**config.mk**
```make
export PLATFORM = sky130hd
export DESIGN_NAME = ir_packet_tx
export DESIGN_NICKNAME = d
export VERILOG_FILES = /design/src/rtl/ir_packet_tx.sv
export SDC_FILE = /design/constraint.sdc
export NUM_CORES = 1
export LEC_CHECK = 0
export ABC_CLOCK_PERIOD_IN_PS = 5950
export CAP_MARGIN = 30
export CORE_ASPECT_RATIO = 1.75
export CORE_MARGIN = 2
export CORE_UTILIZATION = 65
export CTS_BUF_LIST = sky130_fd_sc_hd__clkbuf_4 sky130_fd_sc_hd__clkbuf_8
export DETAILED_ROUTE_END_ITERATION = 10
export GPL_ROUTABILITY_DRIVEN = 0
export PLACE_DENSITY = 0.95
export SYNTH_ARGS = -nofsm -noshare
export SYNTH_HDL_FRONTEND = slang
export SYNTH_SLANG_ARGS = --single-unit
```
**constraint.sdc**
```tcl
create_clock -name CLK -period 5.95 [get_ports CLK]
set_input_delay 0.8925 -clock CLK [delete_from_list [all_inputs] [get_ports CLK]]
set_output_delay 0.8925 -clock CLK [all_outputs]
set_load 0.02 [all_outputs]
```
**src/rtl/ir_packet_tx.sv**
```systemverilog
// rtl/ir_packet_tx.sv - IR remote-control packet transmitter with busy/done handshake and auto-repeat
module ir_packet_tx #(
  parameter int CMD_BITS    = 4,
  parameter int HCYC_PULSE  = 1249,
  parameter int SZ_START    = 87,
  parameter int SZ_CARSEL   = 21,
  parameter int SZ_GAP      = 39,
  parameter int SZ_ASSERT   = 43,
  parameter int SZ_DEASSERT = 21,
  parameter int CTR_WIDTH   = 8
) (
  input  logic                CLK,
  input  logic                RESET,
  input  logic [CMD_BITS-1:0] COMMAND,
  input  logic                SEND_PACKET,
  input  logic                REPEAT,
  output logic                BUSY,
  output logic                DONE,
  output logic                IR_LED
);

  localparam int HC_W = (HCYC_PULSE > 0) ? $clog2(HCYC_PULSE + 1) : 1;
  localparam int BI_W = (CMD_BITS > 1) ? $clog2(CMD_BITS) : 1;

  typedef enum logic [2:0] {IDLE, START, GAP, CARSEL, BIT} state_t;

  state_t                state, state_n;
  state_t                gap_next, gap_next_n;
  logic [BI_W-1:0]       bit_idx, bit_idx_n;
  logic [CTR_WIDTH-1:0]  fld_cnt, fld_cnt_n;
  logic [CTR_WIDTH-1:0]  limit;
  logic [CMD_BITS-1:0]   cmd_q;
  logic [HC_W-1:0]       hc_cnt;
  logic                  phase;
  logic                  hc_wrap, tick, envelope, last_bit;
  logic                  busy_n, done_n, load_cmd;

  assign hc_wrap  = (hc_cnt == HC_W'(HCYC_PULSE));
  assign tick     = BUSY & phase & hc_wrap;
  assign envelope = (state == START) || (state == CARSEL) || (state == BIT);
  assign last_bit = (bit_idx == BI_W'(CMD_BITS - 1));

  always_comb begin
    limit = '0;
    case (state)
      START:   limit = CTR_WIDTH'(SZ_START);
      CARSEL:  limit = CTR_WIDTH'(SZ_CARSEL);
      GAP:     limit = CTR_WIDTH'(SZ_GAP);
      BIT:     limit = cmd_q[bit_idx] ? CTR_WIDTH'(SZ_ASSERT) : CTR_WIDTH'(SZ_DEASSERT);
      default: limit = '0;
    endcase
  end

  always_comb begin
    state_n    = state;
    gap_next_n = gap_next;
    bit_idx_n  = bit_idx;
    fld_cnt_n  = fld_cnt;
    busy_n     = BUSY;
    done_n     = 1'b0;
    load_cmd   = 1'b0;
    if (state == IDLE) begin
      if (SEND_PACKET) begin
        state_n   = START;
        busy_n    = 1'b1;
        load_cmd  = 1'b1;
        fld_cnt_n = '0;
      end
    end else if (tick) begin
      if (fld_cnt == limit) begin
        fld_cnt_n = '0;
        case (state)
          START: begin
            state_n    = GAP;
            gap_next_n = CARSEL;
          end
          CARSEL: begin
            state_n    = GAP;
            gap_next_n = BIT;
            bit_idx_n  = '0;
          end
          GAP: state_n = gap_next;
          BIT: begin
            if (last_bit) begin
              done_n = 1'b1;
              // Back-to-back restart keeps the carrier running untouched.
              if (REPEAT || SEND_PACKET) begin
                state_n  = START;
                load_cmd = 1'b1;
              end else begin
                state_n = IDLE;
                busy_n  = 1'b0;
              end
            end else begin
              state_n    = GAP;
              gap_next_n = BIT;
              bit_idx_n  = bit_idx + BI_W'(1);
            end
          end
          default: state_n = IDLE;
        endcase
      end else begin
        fld_cnt_n = fld_cnt + CTR_WIDTH'(1);
      end
    end
  end

  always_ff @(posedge CLK) begin
    if (RESET) begin
      state    <= IDLE;
      gap_next <= CARSEL;
      bit_idx  <= '0;
      fld_cnt  <= '0;
      cmd_q    <= '0;
      hc_cnt   <= '0;
      phase    <= 1'b0;
      BUSY     <= 1'b0;
      DONE     <= 1'b0;
      IR_LED   <= 1'b0;
    end else begin
      state    <= state_n;
      gap_next <= gap_next_n;
      bit_idx  <= bit_idx_n;
      fld_cnt  <= fld_cnt_n;
      BUSY     <= busy_n;
      DONE     <= done_n;
      IR_LED   <= envelope & phase;
      if (load_cmd) cmd_q <= COMMAND;
      // Carrier is held at phase 0 while idle, so every accept starts a fresh period.
      if (!BUSY) begin
        hc_cnt <= '0;
        phase  <= 1'b0;
      end else if (hc_wrap) begin
        hc_cnt <= '0;
        phase  <= ~phase;
      end else begin
        hc_cnt <= hc_cnt + HC_W'(1);
      end
    end
  end

endmodule

```
==> results.ini, run 1 <==
[final_layout]
fraction_of_final_layout_cells_with_drive_strength_greater_than_1_pct = 6.98
layout_common_cells = dfxtp_1 (34), nor2_1 (22), nand2_1 (15)
mostFrequentLayoutCell = dfxtp_1
final_area_um2 = 2030
multi_input_area_um2 = 1060
area_growth_syn_to_layout_pct = 13.2
diodes_inserted = 0
filler_cells_inserted = 179
seq_area_um2 = 681
utilization_pct = 76.2
final_nets = 226

[grt]
grt-ovfl-total = 0
grt_start_max_net_pins = 16
grt_first_pass_wirelength_um = 7450
antenna_found_initial = 0
grt_pass1_vias = 1746
global_route.usage.total_pct = 30.9

[power]
fraction_of_power_consumed_by_the_clock_network_pct = 45.7
combinational_fraction_of_design_power_pct = 11.5
power.density_cell_area_nw_per_um2 = 280
cellLeakagePower_uw = 0.000709
sw_frac_of_total_pct = 24.8
pwr-share-seq_pct = 42.7
vdd_drop_max_mv = 0.239
switching_power_uw = 141
cellInternalPower_uw = 427

[sta]
max_freq_mhz = 327
period_needed_ps = 3060
tightestPinTransition_ps = 624
drv_slew = 0
timing.final.crit_share_pct = 51.4
timing.final.hold_violations = 0
setup_viol = 0
rsz0062_at_grt = no
fin_worst_skew_ps = 6.37
aggregate_negative_setup_slack_ps = 0
max-slew-margin-rel_pct = 58.4

[drt]
ant_nets = 0
detailroute.via_count = 1707
drt_first_pass_iters = 5
routed_via_density = 7.05
first_iter_violations = 149
drt_wl_total_um = 4580
drt-wirelength-per-cell_um = 18.9
post-route-drc-count = 0

[synth]
postSynthAreaPerCell_um2 = 8.69
yosys.area_share.xor_xnor_pct = 6.85
netlist-cell-type-count = 52
synth-edff-count = 0
synth-main-ff-cell = dfxtp_1
ys_seq_area_share_pct = 38.0
synth_compound_area_share_pct = 17.1
synth_seq_cells = 34
post_synth_mux_area_share_pct = 3.49
syn-cell-area_um2 = 1790
yosys_warnings = 0
postSynthNetCount = 218
synthArstFlopShare_pct = 0
synthesis.instances = 206
synth_area_in_simple_gates_pct = 28.8
main_combinational_cell_family_by_area_after_synthesis = simple AND/OR/NAND/NOR gates
adder_cell_fraction_of_synth_area_pct = 2.80

[cts]
tritoncts_num_sinks = 34
root_buffer = clkbuf_8
post-cts-setup-buffers = 0
cts_hold_buf = 0
latest_clock_arrival_within_the_worst_skew_pair_ps = 300
cts_inserted_buffers = 5
cts_buffer_depth = 2
post_cts_resize_count = 0
clk_pin_slew_ps = 80
cts_htree_levels = 2
cts_tree = built

[worst_setup_path]
criticalPathCategory = flop to flop
reg_to_reg_setup_timing_slack_ps = 2890
crit_path_start_kind = flop
critical_path_arrival_ps = 3290
worstSetupEndpointType = flop
worst-path-max-fanout = 15
data_required_time_at_the_worst_endpoint_ps = 6180

[floorplan]
floorplan.rows = 25
fp.dieW_um = 43.7
initial_utilization_pct = 67.3
die_area_um2 = 3210
core_area_um2 = 2660
dieHeight_um = 73.4
pin_count = 11

[placement]
post-dp-hpwl_um = 3240
io_buffers = 10
dpl-instance-area_um2 = 1890

[flow_run]
max-cap-violations = 0

[min_path]
min_path_type = flop to flop

[run_status]
outcome = completed

## logic make-up (layout without fill, tap and decap cells)
family | after synthesis | after routing
buffers and inverters | 14 | 23
xor gates and xnor gates | 14 | 14
DFF | 34 | 34
muxes | 5 | 5
AOI/OAI and AO/OA | 45 | 45
adders and majority gates | 4 | 4
and+or+nand+nor | 90 | 90
## metal layers
metal  up-vias  wire length (um)  GRT usage [%]  part of all wire, %
li1        774                 -              -                    -
met1       776              1550           28.8                   34
met2       122              2410           54.6                   53
met3        35               376           9.09                  8.2
met4         0               246           22.6                  5.4
met5         -                 0              0                    0
## worst paths after layout
| path | start | end | depth (start not counted) |
|---|---|---|---|
| hold reg to reg | cmd_q[3] | cmd_q[3] | 2 |
| setup reg to reg | state[2] | bit_idx[0] | 6 |
| hold / removal | cmd_q[3] | cmd_q[3] | 2 |
| setup / recovery | state[2] | bit_idx[0] | 6 |
## per-stage QoR
stage	worst slack [ps]	hold WS, ps	cells	total power [uW]
2_1_floorplan	3730	435	206	291
3_3_place_gp	3330	452	234	306
3_5_place_dp	3090	473	234	310
4_1_cts	3030	482	242	568
5_1_grt	2730	494	242	586
6_report	2890	482	242	568
## cell type report
class	instances	share of cell area (%)
Sequential cell	34	33.6
Timing Repair Buffer	10	4.94
Clock buffer	5	3.40
Multi-Input combinational cell	158	52.1
Inverter	5	0.926
Clock inverter	3	3.40
Tap cell	27	1.67
## cells in the mapped netlist, types with 2 or more instances
| cell | count | area [um^2] |
|---|---|---|
| o22ai_1 | 2 | 12.5 |
| and3_1 | 4 | 25.0 |
| clkbuf_1 | 8 | 30.0 |
| mux2i_1 | 4 | 40.0 |
| nor3b_1 | 4 | 30.0 |
| xor2_1 | 10 | 87.6 |
| and2_1 | 2 | 12.5 |
| inv_1 | 5 | 18.8 |
| a31oi_1 | 2 | 12.5 |
| a21oi_1 | 9 | 45.0 |
| dfxtp_1 | 34 | 681 |
| nand2_1 | 15 | 56.3 |
| nand4b_1 | 3 | 26.3 |
| nand4_1 | 5 | 31.3 |
| ha_1 | 4 | 50.1 |
| xnor2_1 | 4 | 35.0 |
| nor4_1 | 2 | 12.5 |
| a211oi_1 | 2 | 15.0 |
| or3_1 | 5 | 31.3 |
| o211ai_1 | 4 | 30.0 |
| o21ai_0 | 10 | 50.1 |
| o2111ai_1 | 4 | 35.0 |
| nand3_1 | 8 | 40.0 |
| nand2b_1 | 6 | 37.5 |
| nor2_1 | 22 | 82.6 |
| nor3b_2 | 2 | 25.0 |
## sequential cells by signal, indices dropped and copies added (netlist names)
register  flops
cmd_q         4
phase         1
hc_cnt       11
bit_idx       2
BUSY          1
state         3
IR_LED        1
DONE          1
fld_cnt       8
gap_next      2
## worst max-delay path, cell delays in order (launching register included)
cell and delay [ps]:
dfxtp_1 610, nor3b_2 550, nor3b_1 100, o32ai_1 420, nand4_1 520, or4_1 650
a21oi_1 140
## power by group through the flow
stage	Clock, uW	Combinational, uW	Sequential (uW)
floorplan	0	47.9	244
global placement	0	59.5	247
detailed placement	0	62.3	247
CTS	262	63.0	242
global route	273	70.0	243
finish	260	65.4	243
No activity file was read; power rests on OpenSTA's default activity.
==> run 2, diff against run 1 <==
Settings changed: ABC_CLOCK_PERIOD_IN_PS 5950 to 2910, CORE_UTILIZATION 65 to 61, PLACE_DENSITY 0.95 to 0.91.
Clock period 5.95 ns to 2.91 ns, I/O delays scaled along.
==> run 2 against run 1 <==
Via count down 4.6%. Worst hold slack got worse by 4.1 ps. Fmax rose by 20%. Global-route usage shrank 3.5 points. First-iteration DRC count shrank 51%. Cell count rose by 1.7%. Flip-flop and latch count stayed put. Worst setup slack lost 2500 ps. Critical path type unchanged. Highest routed layer unchanged.
==> results.ini, run 2 (synthesis results as in run 1) <==
[cts]
tritoncts_num_sinks = 34  ; unchanged
cts_htree_levels = 2  ; unchanged
cts_hold_buf = 0  ; unchanged
cts_tree = built  ; unchanged
post-cts-setup-buffers = 0  ; unchanged
root_buffer = clkbuf_8  ; unchanged
clk_pin_slew_ps = 70  ; was 80 ps
cts_buffer_depth = 2  ; unchanged
latest_clock_arrival_within_the_worst_skew_pair_ps = 290  ; was 300 ps
cts_inserted_buffers = 5  ; unchanged

[drt]
drt_first_pass_iters = 5  ; unchanged
first_iter_violations = 73  ; was 149
ant_nets = 0  ; unchanged
routed_via_density = 6.62  ; was 7.05
drt-wirelength-per-cell_um = 17.1  ; was 18.9 um
detailroute.via_count = 1629  ; was 1707
drt_wl_total_um = 4210  ; was 4580 um
post-route-drc-count = 0  ; unchanged

[sta]
rsz0062_at_grt = no  ; unchanged
max_freq_mhz = 391  ; was 327 MHz
setup_viol = 0  ; unchanged
period_needed_ps = 2560  ; was 3060 ps
fin_worst_skew_ps = 6.28  ; was 6.37 ps
max-slew-margin-rel_pct = 63.5  ; was 58.4%
timing.final.crit_share_pct = 87.9  ; was 51.4%
timing.final.hold_violations = 0  ; unchanged
aggregate_negative_setup_slack_ps = 0  ; unchanged
drv_slew = 0  ; unchanged
tightestPinTransition_ps = 547  ; was 624 ps

[grt]
grt_pass1_vias = 1503  ; was 1746
grt_start_max_net_pins = 16  ; unchanged
grt_first_pass_wirelength_um = 6690  ; was 7450 um
global_route.usage.total_pct = 27.4  ; was 30.9%
antenna_found_initial = 0  ; unchanged
grt-ovfl-total = 0  ; unchanged

[worst_setup_path]
crit_path_start_kind = flop  ; unchanged
reg_to_reg_setup_timing_slack_ps = 350  ; was 2890 ps
worst-path-max-fanout = 15  ; unchanged
critical_path_arrival_ps = 2730  ; was 3290 ps
data_required_time_at_the_worst_endpoint_ps = 3080  ; was 6180 ps
worstSetupEndpointType = flop  ; unchanged
regToRegStartpoint = state[2]  ; unchanged
r2r.worst_path.cells = 7  ; was 6
worst_r2r_endpoint = fld_cnt[3]  ; was bit_idx[0]
criticalPathCategory = flop to flop  ; unchanged

[final_layout]
seq_area_um2 = 681  ; unchanged
mostFrequentLayoutCell = dfxtp_1  ; unchanged
largest_register_ff_count = 11  ; unchanged
biggest_register = hc_cnt  ; unchanged
largestRegisters = hc_cnt x11, fld_cnt x8, cmd_q x4  ; unchanged
fraction_of_final_layout_cells_with_drive_strength_greater_than_1_pct = 8.26  ; was 6.98%
area_growth_syn_to_layout_pct = 12.5  ; was 13.2%
final_nets = 229  ; was 226
layout_common_cells = dfxtp_1 (34), nor2_1 (22), nand2_1 (15)  ; unchanged
utilization_pct = 70.4  ; was 76.2%
multi_input_area_um2 = 1060  ; about the same
diodes_inserted = 0  ; unchanged
filler_cells_inserted = 236  ; was 179

[run_status]
outcome = completed  ; unchanged

[min_path]
min_path_cells = 2  ; unchanged
worstHoldStart = cmd_q[0]  ; was cmd_q[3]
min_path_type = flop to flop  ; unchanged
min_to = cmd_q[0]  ; was cmd_q[3]

[floorplan]
dieHeight_um = 75.7  ; was 73.4 um
initial_utilization_pct = 62.5  ; was 67.3%
core_area_um2 = 2860  ; was 2660 um^2
pin_count = 11  ; unchanged
die_area_um2 = 3400  ; was 3210 um^2
fp.dieW_um = 45.0  ; was 43.7 um
floorplan.rows = 26  ; was 25

[placement]
post-dp-hpwl_um = 3090  ; was 3240 um
io_buffers = 10  ; unchanged

[flow_run]
max-cap-violations = 0  ; unchanged

[power]
cellLeakagePower_uw = 0.000706  ; was 0.000709 uW
power.density_cell_area_nw_per_um2 = 498  ; was 280 nW/um^2
vdd_drop_max_mv = 0.467  ; was 0.239 mV

[run 2: cell count changes in the layout (fill, tap and decap cells not counted)]
cell | previous run | this run
bufinv_16 | 2 | 0
nor3b_2 | 2 | 1
clkbuf_4 | 0 | 1
clkinv_4 | 1 | 0
buf_4 | 0 | 3
clkinv_2 | 0 | 1
nor3b_4 | 0 | 1
clkbuf_8 | 5 | 6
[run 2: layout make-up]
class                   count  share of cell area (%)
flip-flops and latches     34                    33.8
clock buffers               7                    4.47
repair buffers             13                    6.09
well taps                  28                    1.74
multi-input cells         158                    52.7
inverters                   5                   0.932
clock inverters             1                   0.248
[run 2: power by group]
part           switching, uW  total (uW)  internal, uW
Sequential              21.0         498           477
Clock                    168         368           200
Combinational           80.0         138          57.9
Total                    269        1000           735
[run 2: routing by layer]
| metal | vias to the layer above | wire [um] | GRT usage (%) |
|---|---|---|---|
| li1 | 773 | - | - |
| met1 | 754 | 1470 | 27.9 |
| met2 | 81 | 2240 | 49.2 |
| met3 | 21 | 261 | 6.16 |
| met4 | 0 | 238 | 16.3 |
| met5 | - | 0 | 0 |
[run 2: worst max-delay path, stage by stage (launching register included)]
cell	delay, ps
dfxtp_1	600
nor3b_4	410
nor3b_1	90
o32ai_1	390
nand4_1	250
buf_4	230
o21ai_1	370
nor2_1	90
[run 2: stage by stage]
stage                     hold WS (ps)  setup WS, ps  total power [uW]  std cells  instance area [um^2]
after global routing               503           111              1040        246                  2010
after detailed placement           471           343               639        238                  1910
after CTS                          482           332              1010        246                  2010
after floorplan                    435           692               596        206                  1790
final                              478           351              1000        246                  2010
after global placement             458           483               636        238                  1910
[run 2: how the worst max path moves through the flow]
stage / cells after the start / slack, ps / startpoint / endpoint
global placement: 7 / 480 / state[2] / fld_cnt[4]
detailed placement: 7 / 340 / state[2] / fld_cnt[3]
global route: 7 / 110 / state[0] / fld_cnt[6]
floorplan: 6 / 690 / bit_idx[0] / gap_next[1]
finish: 7 / 350 / state[2] / fld_cnt[3]
CTS: 7 / 330 / state[2] / fld_cnt[3]
[run 2: what timing repair did]
| action | 4_1_cts | 5_1_grt |
|---|---|---|
| endpoints found under the hold margin | 0 | 0 |
| endpoints found under the setup margin | 0 | 2 |
| resized for setup | 0 | 1 |
==> variant, RTL diff (flow settings as in run 2) <==
The output `IR_LED` loses its register stage (`IR_LED` becomes a continuous assignment).
--- a/src/rtl/ir_packet_tx.sv
+++ b/src/rtl/ir_packet_tx.sv
@@ -117,5 +117,4 @@
       BUSY     <= 1'b0;
       DONE     <= 1'b0;
-      IR_LED   <= 1'b0;
     end else begin
       state    <= state_n;
@@ -125,5 +124,4 @@
       BUSY     <= busy_n;
       DONE     <= done_n;
-      IR_LED   <= envelope & phase;
       if (load_cmd) cmd_q <= COMMAND;
       // Carrier is held at phase 0 while idle, so every accept starts a fresh period.
@@ -140,4 +138,6 @@
   end
 
+  assign IR_LED = envelope & phase;
+
 endmodule
 
Behaviour: same outputs for any inputs over 10 cycles, from zero or initial values and one cycle with RESET high; that may be too few to reach the edited logic, so the function may still have changed.
==> variant against run 2 <==
  * Setup slack worse by 0.081 ns
  * Synthesized cell count is 0.97% higher
  * Non-clock buffer count is 4 higher
  * Worst hold slack better by 0.0041 ns
  * Final area is 2.9% higher
  * Wire length is 2.9% higher
  * Utilization is 1.2 points higher
  * Count of clock-buffer cells in the layout stayed put
  * Synthesized area is 2.4% higher
  * Sequential cell count is 1 lower
  * Critical endpoint is now IR_LED
  * Largest cell class unchanged
  * Highest routed layer unchanged
Power is not compared: it rests on default switching activity, and its combinational part moved more than twofold at a synthesized area within 25%.
==> variant: results <==
{
  "yosysUniqueCellTypes": 53,
  "synth_warnings": 0,
  "finClkSkew_ns": 0.00519,
  "fin_nets": 234,
  "synth.area.top_cells": "dfxtp_1 36%, nor2_1 4.9%, mux2i_1 3.3%, nand3_1 3.0%, nand2_1 2.9%",
  "dr.pass1.iters": 4,
  "peakVddDrop_mv": 0.580,
  "grt_use_total": 0.281,
  "yosysSeqAreaShare": 0.360,
  "grt_pass1_vias": 1611,
  "fillCellCount": 210,
  "hp-class": "reg -> reg",
  "cts-buffers-inserted": 5,
  "synth.top_cells.by_count": "33 x dfxtp_1, 24 x nor2_1, 14 x nand2_1",
  "leakagePower_nw": 0.781,
  "via_per_inst": 6.54,
  "syn-num-nets": 220,
  "slowest_delay_ns": 0.62,
  "cp_top_family": "buffers and inverters",
  "grt_max_degree": 16,
  "drt_iter0_drc": 45,
  "reg_top3": "hc_cnt x11, fld_cnt x8, cmd_q x4",
  "slew_headroom": 0.658,
  "drive_gt1_frac": 0.0942,
  "outcome": "complete, no violations",
  "insertion_delay_ns": 0.28,
  "drt-total-wl_um": 4330,
  "dp_hpwl_um": 3210,
  "cts.clk_slew.worst_paths_ns": 0.06,
  "slowest_stage": "clkdlybuf4s50_1",
  "grt_pass1_wl_um": 7170
}
[variant: changes by cell type in the layout (fill, tap and decap cells not counted), moves of 4 or more]
| cell | change |
|---|---|
| buf_4 | +4 |
| o2111ai_1 | -4 |
| xor2_1 | -5 |
| o21ai_0 | -6 |
| or3_1 | -5 |
| o31ai_1 | +4 |
[variant: metal layers]
layer  GRT usage  vias up  share of wire
li1            -      788              -
met3      0.0735       25          0.050
met2       0.468       67           0.53
met4       0.224        0          0.071
met5           0        -              0
met1       0.265      762           0.35
[variant: per-stage QoR]
stage	setup slack (ns)	instances	area [um^2]	hold slack, ns
after floorplan	0.534	208	1830	0.432
after global placement	0.406	243	1970	0.451
after detailed placement	0.336	243	1970	0.469
after CTS	0.270	251	2070	0.484
after global routing	0.139	251	2070	0.505
final	0.270	251	2070	0.482
[variant: final timing paths]
| kind | start | endpoint | slack, ns | cells past startpoint |
|---|---|---|---|---|
| setup / recovery | state[0] | IR_LED | 0.27 | 4 |
| hold reg to reg | gap_next[2] | gap_next[2] | 0.48 | 1 |
| setup reg to reg | bit_idx[0] | cmd_q[3] | 0.31 | 7 |
| hold / removal | gap_next[2] | gap_next[2] | 0.48 | 1 |
[variant: power by group through the flow]
stage,clock network (mW),logic [mW],registers [mW]
3_3_place_gp,0,0.391,0.541
5_1_grt,0.402,0.435,0.539
2_1_floorplan,0,0.301,0.517
3_5_place_dp,0,0.399,0.541
6_report,0.373,0.407,0.534
4_1_cts,0.379,0.402,0.532
[variant: cell families after synthesis]
| group | count (synthesis) | share of synthesized area |
|---|---|---|
| compound gates | 51 | 0.218 |
| xor+xnor | 11 | 0.0526 |
| buf+inv | 18 | 0.0437 |
| flops | 33 | 0.360 |
| simple gates | 84 | 0.253 |
| mux | 7 | 0.0451 |
| fa+ha+maj | 4 | 0.0273 |
[variant: cell type report]
| class | count | share of cell area |
|---|---|---|
| multi-input cells | 157 | 0.527 |
| well taps | 28 | 0.0169 |
| flip-flops and latches | 33 | 0.319 |
| inverters | 8 | 0.0145 |
| repair buffers | 17 | 0.0737 |
| clock inverters | 1 | 0.00242 |
| clock buffers | 7 | 0.0465 |
